**src/rtl/bit_stuff_pkg.sv**
```systemverilog
// bit_stuff_pkg: shared state type and constants for the USB bit stuffer
package bit_stuff_pkg;
    typedef enum logic {PASS, STUFF} stuff_state_t;
    localparam int USB_RUN_LEN = 6;
    localparam logic NRZI_IDLE_LEVEL = 1'b1;
endpackage

```
**src/rtl/nrzi_encoder.sv**
```systemverilog
// nrzi_encoder: NRZI line level that returns to idle J after a packet's last bit drains
module nrzi_encoder
    import bit_stuff_pkg::*;
(
    input  logic clk,
    input  logic nRST,
    input  logic clear,
    input  logic load,
    input  logic data,
    input  logic last,
    output logic level
);
    logic base;
    assign base = last ? NRZI_IDLE_LEVEL : level;
    // a 0 toggles the level and a 1 holds it; a new packet starts from idle
    always_ff @(posedge clk or negedge nRST)
        if (!nRST) level <= NRZI_IDLE_LEVEL;
        else if (clear) level <= NRZI_IDLE_LEVEL;
        else if (load) level <= data ? base : ~base;
        else if (last) level <= NRZI_IDLE_LEVEL;
endmodule

```
**src/rtl/bit_stuffer_stream.sv**
```systemverilog
// bit_stuffer_stream: valid/ready bit stuffer inserting a 0 after RUN_LEN ones; NRZI output when BIT_STUFFER_NRZI_EN is defined
module bit_stuffer_stream
    import bit_stuff_pkg::*;
#(
    parameter int RUN_LEN = USB_RUN_LEN,
    parameter int STUFF_CNT_W = 8
) (
    input  logic                   clk,
    input  logic                   nRST,
    input  logic                   clear,
    input  logic                   in_bit,
    input  logic                   in_valid,
    input  logic                   in_last,
    output logic                   in_ready,
    output logic                   out_bit,
    output logic                   out_valid,
    output logic                   out_last,
    input  logic                   out_ready,
    output logic [STUFF_CNT_W-1:0] stuff_count,
    output logic                   stuff_count_valid
);
    localparam int RW = $clog2(RUN_LEN + 1);
    stuff_state_t state, state_n;
    logic [RW-1:0] run, run_n;
    logic [STUFF_CNT_W-1:0] cnt, cnt_inc;
    logic pend_last, slot_free, accept, stuff_load, load, load_bit, load_last, trigger;
    // handshake, next state and the bit loaded into the output register this cycle
    always_comb begin
        slot_free = !out_valid || out_ready;
        in_ready = state == PASS && slot_free && !clear;
        accept = in_valid && in_ready;
        stuff_load = state == STUFF && slot_free && !clear;
        trigger = accept && in_bit && run == RW'(RUN_LEN - 1);
        load = accept || stuff_load;
        load_bit = accept && in_bit;
        load_last = stuff_load ? pend_last : accept && in_last && !trigger;
        run_n = run;
        if (accept) run_n = (in_bit && !trigger) ? run + 1'b1 : '0;
        if (load_last) run_n = '0;
        cnt_inc = (stuff_load && cnt != '1) ? cnt + 1'b1 : cnt;
        state_n = clear ? PASS : trigger ? STUFF : stuff_load ? PASS : state;
    end
    // state register
    always_ff @(posedge clk or negedge nRST)
        if (!nRST) state <= PASS;
        else state <= state_n;
    // output register, run and stuff counters, per-packet stuff report
    always_ff @(posedge clk or negedge nRST) begin
        if (!nRST) begin
            out_valid <= 1'b0;
            out_last <= 1'b0;
            run <= '0;
            cnt <= '0;
            pend_last <= 1'b0;
            stuff_count <= '0;
            stuff_count_valid <= 1'b0;
        end else if (clear) begin
            out_valid <= 1'b0;
            run <= '0;
            cnt <= '0;
            pend_last <= 1'b0;
            stuff_count_valid <= 1'b0;
        end else begin
            run <= run_n;
            cnt <= load_last ? '0 : cnt_inc;
            stuff_count_valid <= load_last;
            if (load_last) stuff_count <= cnt_inc;
            if (trigger) pend_last <= in_last;
            if (load) begin
                out_valid <= 1'b1;
                out_last <= load_last;
            end else if (out_ready) out_valid <= 1'b0;
        end
    end
`ifdef BIT_STUFFER_NRZI_EN
    nrzi_encoder u_nrzi (
        .clk   (clk),
        .nRST  (nRST),
        .clear (clear),
        .load  (load),
        .data  (load_bit),
        .last  (out_valid && out_ready && out_last),
        .level (out_bit)
    );
`else
    // raw stuffed bit held until the next load
    always_ff @(posedge clk or negedge nRST)
        if (!nRST) out_bit <= 1'b0;
        else if (load) out_bit <= load_bit;
`endif
endmodule

```
**config.mk**
```make
export PLATFORM = sky130hd
export DESIGN_NAME = bit_stuffer_stream
export DESIGN_NICKNAME = d
export VERILOG_FILES = /design/src/rtl/bit_stuff_pkg.sv /design/src/rtl/nrzi_encoder.sv /design/src/rtl/bit_stuffer_stream.sv
export SDC_FILE = /design/constraint.sdc
export NUM_CORES = 1
export LEC_CHECK = 0
export CAP_MARGIN = 15
export CORE_MARGIN = 2
export CORE_UTILIZATION = 52
export CTS_CLUSTER_DIAMETER = 30
export DETAILED_ROUTE_END_ITERATION = 16
export GPL_TIMING_DRIVEN = 0
export PLACE_DENSITY = 0.77
export RECOVER_POWER = 100
export SETUP_SLACK_MARGIN = 0.15
export SLEW_MARGIN = 40
export SYNTH_ARGS = -nofsm -noshare
export SYNTH_HDL_FRONTEND = slang
export SYNTH_SLANG_ARGS = --single-unit
```
**constraint.sdc**
```tcl
create_clock -name clk -period 2 [get_ports clk]
set_clock_uncertainty 0.05 [all_clocks]
set_input_delay 0.4 -clock clk [delete_from_list [all_inputs] [get_ports clk]]
set_output_delay 0.4 -clock clk [all_outputs]
set_load 0.02 [all_outputs]
```
==> flow_summary.toml, run 1 <==
[clocking]
tritoncts = "built"
cts_hold_buf = 0
cts_num_sinks = 25
cts-root-buf = "clkbuf_4"
cts.path.max_buffers = 2
cts_max_level = 1
cts_buffers = 3
cts.reportedPaths.clkPinSlew_ns = 0.13
clk_latency_ns = 0.32

[yosys]
synth_ff_type = "dfrtp_1"
yosys-top-cells-count = "dfrtp_1 (25), nand2_1 (10), inv_1 (8), nor2_1 (8), mux2i_1 (7)"
synth-edff-count = 0
ys_seq_area_share_pct = 47.6
synth.top_cell.area_share_pct = 47.6
synth_most_common_cell = "dfrtp_1"
synth.avg_cell_area_sq_um = 10.3
synth-seq-cells = 25
syn_area_sq_um = 1310
synth_warnings = 0
ys_types = 40
synth_area_leaders = "dfrtp_1 (48%), mux2i_1 (5.3%), a21oi_2 (3.3%), ha_1 (2.9%), nand2_1 (2.9%)"
netlist_instances = 128
synth_nets = 138
async_reset_ff_share_pct = 100
synth_top_cell_by_area = "dfrtp_1"

[critical_path]
critPathKind = "register to output port"
worstPathArrival_ns = 1.38
rr_worst_depth = 8
critPathRequiredTime_ns = 1.55
critPathBufInv = 1
rr_endpoint = "run[2]"
crit_family = "buffers and inverters"
end_kind = "output port"
crit_chain = "dlygate4sd3_1"
reg2reg_slack_ns = 0.18
cp_slowest_cell = "dlygate4sd3_1"
cpPeakStageDelay_ns = 0.65
start_kind = "register"
rr_startpoint = "run[1]"
critPathMaxFanout = 2

[sta]
slew_violations = 0
relSlewSlack_pct = 11.2
fin_crit_ns = 1.83
rsz0062_at_grt = "false"
fmax_ghz = 0.545
tns_ns = 0
fin_crit_sh_pct = 91.7
hold_viol = 0
finalSetupViolations = 0
worstMarginPinSlew_ns = 1.33

[drt]
drc = 0
via_per_inst = 5.65
postRouteAntennaNets = 0
wl_mm = 2.88
wire_per_inst_um = 15.2
vias = 1067
first_iter_violations = 24
dr.pass1.iters = 4

[power_and_ir_drop]
irDropWorstVdd_v = 0.000474
p_leak_nw = 0.705
powerDensity_nw_per_um2 = 580
power_mw = 0.943

[global_route]
grt_usage_pct = 21.0
grt-ovfl-total = 0
grt_pass1_vias = 1051
grt_max_degree = 26
antenna_found_initial = 0
grt_first_pass_wirelength_mm = 4.45

[place]
dpl.hpwl_mm = 1.90
io_buffer_count = 19
place_congestion = 0.760

[finish]
drive_above_1_share_pct = 20.1
diodes = 0
syn_to_final_growth_pct = 23.9
multiInputGateArea_sq_um = 621
fin_util_pct = 66.9
layout.nets = 170
nFillCells = 192
seq_area_sq_um = 626

[die]
die_w_um = 54.3
fp-row-count = 18
ios = 20
core_area_sq_um = 2430
dieArea_sq_um = 2940
start_util_pct = 54.0
dieHeight_um = 54.3

[worst_hold_path]
hold_path_class = "input port to async pin"

[run]
max_cap_viol_count = 0

[run_status]
status = "completed"
-- final cells by class --
class                           count  share of cell area (%)
Buffer                              6                    3.38
Clock buffer                        3                    1.38
Clock inverter                      1                   0.307
Inverter                            8                    1.84
Multi-Input combinational cell     89                    38.1
Sequential cell                    25                    38.4
Tap cell                           30                    2.31
Timing Repair Buffer               27                    14.2
-- cell families (layout without fill, tap and decap cells) --
group                    Yosys count  after routing  share of synthesized area, %
AO/OA/AOI/OAI                     27             27                          14.6
flip-flops                        25             25                          47.6
multiplexers                       8              8                          6.19
AND/OR/NAND/NOR                   51             51                          22.9
adder cells (fa/ha/maj)            3              3                          2.86
buffers and inverters             14             45                          5.90
-- worst max path at each step --
stage | slack (ns) | cells after the start | start | end
finish | 0.17 | 1 | stuff_count[0] | stuff_count[0]
CTS | 0.15 | 4 | out_ready | in_ready
floorplan | 0.33 | 8 | run[1] | out_last
detailed placement | -0.26 | 3 | clear | in_ready
global placement | -0.25 | 3 | clear | in_ready
global route | 0.09 | 7 | run[0] | cnt[3]
-- layout by cell type (no fill, tap or decap), types with 2 or more instances in the layout --
cell | synthesis | layout
nor4_1 | 2 | 2
or3_1 | 4 | 4
nor3_1 | 3 | 3
nor2b_1 | 2 | 2
a211oi_1 | 4 | 4
inv_1 | 8 | 8
dlygate4sd3_1 | 0 | 11
nand4_1 | 3 | 3
nand2_1 | 10 | 10
a21oi_2 | 5 | 5
clkbuf_4 | 0 | 5
nor2_1 | 8 | 8
buf_6 | 3 | 4
dfrtp_1 | 25 | 25
buf_2 | 2 | 2
dlymetal6s2s_1 | 0 | 2
mux2i_1 | 7 | 7
a31oi_1 | 5 | 5
o21ai_0 | 5 | 5
clkdlybuf4s50_1 | 0 | 2
nand2b_1 | 3 | 3
buf_4 | 0 | 5
clkbuf_1 | 1 | 4
nand3_1 | 5 | 6
-- through the flow --
step	setup slack [ns]	hold slack, ns	area (sq um)	cells
global placement	-0.252	0.435	1540	177
detailed placement	-0.256	0.378	1540	177
global route	0.0891	0.382	1630	189
CTS	0.148	0.0148	1610	186
finish	0.166	0.297	1630	189
floorplan	0.330	0.0544	1310	128
-- power breakdown --
group	internal, mW	switching [mW]
Combinational	0.0794	0.0960
Clock	0.0750	0.150
Sequential	0.529	0.0141
Total	0.684	0.260
-- metal layers --
metal  GRT usage, %  share of wire, %  wire, um
met1           27.1                46      1320
met2           35.5                49      1400
met3           2.46               3.8       110
met4           9.17               1.5        42
met5              0                 0         0
-- flip-flops by register name (all words and copies together) (netlist names) --
name	count
state	1
stuff_count	8
out_valid	1
cnt	8
pend_last	1
out_bit	1
run	3
stuff_count_valid	1
out_last	1
-- repair_timing --
action	CTS	global route
pin swaps	1	1
gates cloned	0	1
endpoints found under the setup margin	12	19
resized for setup	5	14
setup buffers	5	2
hold endpoints to repair	0	0
No activity file was read; power rests on OpenSTA's default activity.
==> run 2, diff against run 1 <==
SETUP_SLACK_MARGIN = default   (was 0.15)
SKIP_LAST_GASP = 1   (was default)
==> run 2 against run 1 <==
Cell area down 4.8%. Critical path depth increased by 5. Utilization is 3.2 points lower. Clock power is essentially flat. First-iteration DRC count rose by 13%. Flip-flop and latch count unchanged. Critical endpoint is now run[1]. Largest power group unchanged. Highest routed layer unchanged.
==> flow_summary.toml, run 2 (synthesis gave the netlist of run 1 again) <==
[global_route]
grt_max_degree = 26
grt_pass1_vias = 1030
grt_first_pass_wirelength_mm = 4.40
grt_usage_pct = 20.8
antenna_found_initial = 0
grt-ovfl-total = 0

[power_and_ir_drop]
power_mw = 0.929
powerDensity_nw_per_um2 = 599
switching_share_pct = 27.2
pwr-share-comb_pct = 17.6
p_leak_nw = 0.666
irDropWorstVdd_v = 0.000467
p_clk_share_pct = 24.0
switching_power_mw = 0.253
power_frac_seq_pct = 58.4
power.internal_mw = 0.677

[critical_path]
rr_worst_depth = 6
start_kind = "input port"
end_kind = "register"
critPathMaxFanout = 9
critPathRequiredTime_ns = 2.21
crit_start = "out_ready"
rr_startpoint = "run[0]"
critPathKind = "input port to register"
worstPathArrival_ns = 2.11

[drt]
via_per_inst = 5.69
first_iter_violations = 27
dr.pass1.iters = 4
wl_mm = 2.64
wire_per_inst_um = 14.7
drc = 0
vias = 1024
postRouteAntennaNets = 0

[finish]
syn_to_final_growth_pct = 18.0
stdcell_area_sq_um = 1550
layout.nets = 161
mostFrequentLayoutCells = "dfrtp_1 (25), dlygate4sd3_1 (12), nand2_1 (10)"
drive_above_1_share_pct = 14.0
layout_commonest_cell = "dfrtp_1"
reg.largest.list = "cnt x8, stuff_count x8, run x3"
nFillCells = 208
diodes = 0

[sta]
relSlewSlack_pct = 11.0
slew_violations = 0
rsz0062_at_grt = "false"
fmax_ghz = 0.526
worstMarginPinSlew_ns = 1.33
hold-worst-slack_ns = 0.298
fin_crit_sh_pct = 95.1
hold_viol = 0
finalSetupViolations = 0
fin_crit_ns = 1.90

[run_status]
status = "completed"

[clocking]
cts-root-buf = "clkbuf_4"
cts.reportedPaths.clkPinSlew_ns = 0.13
cts.path.max_buffers = 2
cts_buffers = 3
cts_num_sinks = 25
tritoncts = "built"
cts_max_level = 1
cts_hold_buf = 0
clk_latency_ns = 0.32

[die]
dieArea_sq_um = 2940
dieHeight_um = 54.3
ios = 20
core_area_sq_um = 2430
start_util_pct = 54.0
fp-row-count = 18
die_w_um = 54.3

[run]
max_cap_viol_count = 0

[place]
dpl_cell_area_sq_um = 1540
io_buffer_count = 19
place_congestion = 0.760
dpl.hpwl_mm = 1.90

[worst_hold_path]
hold_path_class = "input port to async pin"
-- run 2: cell types whose count changed in the layout (fill, tap and decap cells not counted), sizes merged --
cell | before | now
buf | 11 | 5
clkbuf | 9 | 4
clkdlybuf4s50 | 2 | 4
dlymetal6s2s | 2 | 1
dlygate4sd3 | 11 | 12
-- run 2: area by class of cell --
type                            instances  area, sq um  share of cell area [%]
Clock buffer                            3         22.5                    1.45
Multi-Input combinational cell         89          601                    38.7
Timing Repair Buffer                   19          185                    11.9
Tap cell                               30         37.5                    2.42
Clock inverter                          1         5.00                   0.323
Buffer                                  5         43.8                    2.82
Inverter                                8         30.0                    1.94
Sequential cell                        25          626                    40.4
-- run 2: what timing repair did --
action	4_1_cts	5_1_grt
setup endpoints to repair	1	7
gates resized for setup	1	2
buffers inserted	0	0
-- run 2: worst paths after layout --
check | endpoint | slack, ns
setup / recovery | run[1] | 0.1
hold / removal | pend_last | 0.30
setup reg to reg | stuff_count[7] | 0.16
hold reg to reg | out_bit | 0.46
max in group asynchronous | cnt[0] | 0.82
min in group clk | out_valid | 0.41
-- run 2: power groups by stage --
stage / Sequential, mW / Combinational, mW / Clock [mW]
2_1_floorplan: 0.582 / 0.0590 / 0
3_3_place_gp: 0.553 / 0.174 / 0
3_5_place_dp: 0.553 / 0.175 / 0
4_1_cts: 0.544 / 0.176 / 0.231
5_1_grt: 0.547 / 0.178 / 0.247
6_report: 0.542 / 0.164 / 0.223
-- run 2: metrics by stage --
step	utilization, %	cells	worst slack [ns]	TNS, ns
floorplan	-	128	0.330	0
global placement	63.4	177	-0.252	-3.16
detailed placement	63.2	177	-0.256	-3.80
CTS	64.2	181	0.0282	0
global route	63.7	180	0.00825	0
finish	63.7	180	0.0989	0
-- run 2: worst max-delay path, stage by stage --
cell and delay [ns]:
clkdlybuf4s50_1 0.49, nand2b_4 0.13, buf_6 0.13, nand4_1 0.33, or3_1 0.48, a21oi_2 0.15
-- run 2: routing by layer --
| layer | vias up | GRT usage, % | wire (um) | part of all wire [%] |
|---|---|---|---|---|
| met2 | 25 | 34.7 | 1280 | 49 |
| met4 | 0 | 9.17 | 42 | 1.6 |
| met5 | - | 0 | 0 | 0 |
| met3 | 5 | 2.46 | 127 | 4.8 |
| met1 | 490 | 27.1 | 1190 | 45 |
| li1 | 504 | - | - | - |
==> run 3, diff against run 2 <==
==> constraint.sdc (replaced) <==
create_clock -name clk -period 2 [get_ports clk]
set_clock_uncertainty 0.05 [all_clocks]
set_input_delay 0.4 -clock clk [delete_from_list [all_inputs] [get_ports clk]]
set_output_delay 0.4 -clock clk [all_outputs]
set_load 0.01 [all_outputs]
==> run 3 against run 2 <==
Wire length rose by 1.7%. Maximum frequency shrank 1.2%. Combinational power fell by 14%. Clock power hardly changed. Worst hold slack got worse by 0.00088 ns. Total power fell by 2.6%. Global-route usage unchanged. Critical endpoint is now in_ready.
==> flow_summary.toml, run 3 (synthesis gave the netlist of run 1 again) <==
[run_status]
status = "completed"

[finish]
stdcell_area_sq_um = 1550
mostFrequentLayoutCells = "dfrtp_1 (25), dlygate4sd3_1 (12), nand2_1 (10)"
fin_util_pct = 63.5
final_cells = 180
syn_to_final_growth_pct = 17.6
layout_commonest_cell = "dfrtp_1"
diodes = 0
drive_above_1_share_pct = 14.7
layout.nets = 161
reg.largest.list = "cnt x8, stuff_count x8, run x3"

[critical_path]
start_kind = "input port"
critPathKind = "input port to output port"
crit_start = "out_ready"
critPathMaxFanout = 4
worstPathArrival_ns = 1.47
end_kind = "output port"
critPathRequiredTime_ns = 1.55
rr_startpoint = "run[1]"

[place]
io_buffer_count = 19
place_congestion = 0.760
place_inst = 177
dpl.hpwl_mm = 1.90
dpl_cell_area_sq_um = 1540
place_ws_ns = -0.208

[worst_hold_path]
hold_path_class = "input port to async pin"

[die]
start_util_pct = 54.0
core_area_sq_um = 2430
ios = 20
dieHeight_um = 54.3
die_w_um = 54.3
dieArea_sq_um = 2940
fp-row-count = 18

[sta]
fin_ws_ns = 0.0763
hold_viol = 0
rsz0062_at_grt = "false"
tns_ns = 0
fin_crit_ns = 1.92
fin_crit_sh_pct = 96.2
finalSetupViolations = 0
slew_violations = 0
fmax_ghz = 0.520
hold-worst-slack_ns = 0.297
worstMarginPinSlew_ns = 1.33
relSlewSlack_pct = 11.4

[power_and_ir_drop]
powerDensity_nw_per_um2 = 586
power_mw = 0.905
p_leak_nw = 0.653
irDropWorstVdd_v = 0.000456

[clocking]
cts.reportedPaths.clkPinSlew_ns = 0.13
ctsResizeCount = 3
cts-root-buf = "clkbuf_4"
cts_max_level = 1
cts_hold_buf = 0
cts_buffers = 3
clk_latency_ns = 0.32
tritoncts = "built"
cts_setup_buffers = 0
cts.path.max_buffers = 2
cts_num_sinks = 25

[global_route]
grt_usage_pct = 20.8
antenna_found_initial = 0
grt_first_pass_wirelength_mm = 4.40
grt_pass1_vias = 1030
grt-ovfl-total = 0
grt_max_degree = 26

[drt]
wl_mm = 2.68
wire_per_inst_um = 14.9
first_iter_violations = 29
via_per_inst = 5.73
dr.pass1.iters = 4
vias = 1031
postRouteAntennaNets = 0
drc = 0

[run]
max_cap_viol_count = 0
## run 3: power by group
part           switching (mW)  internal [mW]  total [mW]
logic                  0.0719         0.0690       0.141
registers              0.0133          0.529       0.543
clock network           0.147         0.0749       0.222
total                   0.232          0.673       0.905
## run 3: area by class of cell
cell class / count / area [sq um]
fillers: 202 / 887
flip-flops and latches: 25 / 626
clock buffers: 3 / 22.5
plain buffers: 5 / 37.5
inverters: 8 / 30.0
repair buffers: 19 / 181
multi-input cells: 89 / 606
well taps: 30 / 37.5
clock inverters: 1 / 5.00
## run 3: worst paths after layout
check | to | slack, ns | cells after the start
worst max-delay path | in_ready | 0.08 | 4
worst min-delay path | pend_last | 0.30 | 1
worst min register to register | out_last | 0.47 | 1
worst max register to register | cnt[1] | 0.14 | 7
max in group asynchronous | cnt[0] | 0.83 | 1
min in group clk | out_last | 0.47 | 1
## run 3: layer usage
metal,global-route usage (%),wire (um),vias to the layer above
met5,0,0,-
met4,9.17,29,0
met3,2.46,170,4
met2,34.7,1290,41
met1,27.1,1190,482
li1,-,-,504
## run 3: critical path, stage by stage
cell and delay [ns]:
clkdlybuf4s50_1 0.42, nor2b_1 0.29, nor3_1 0.07, dlygate4sd2_1 0.29
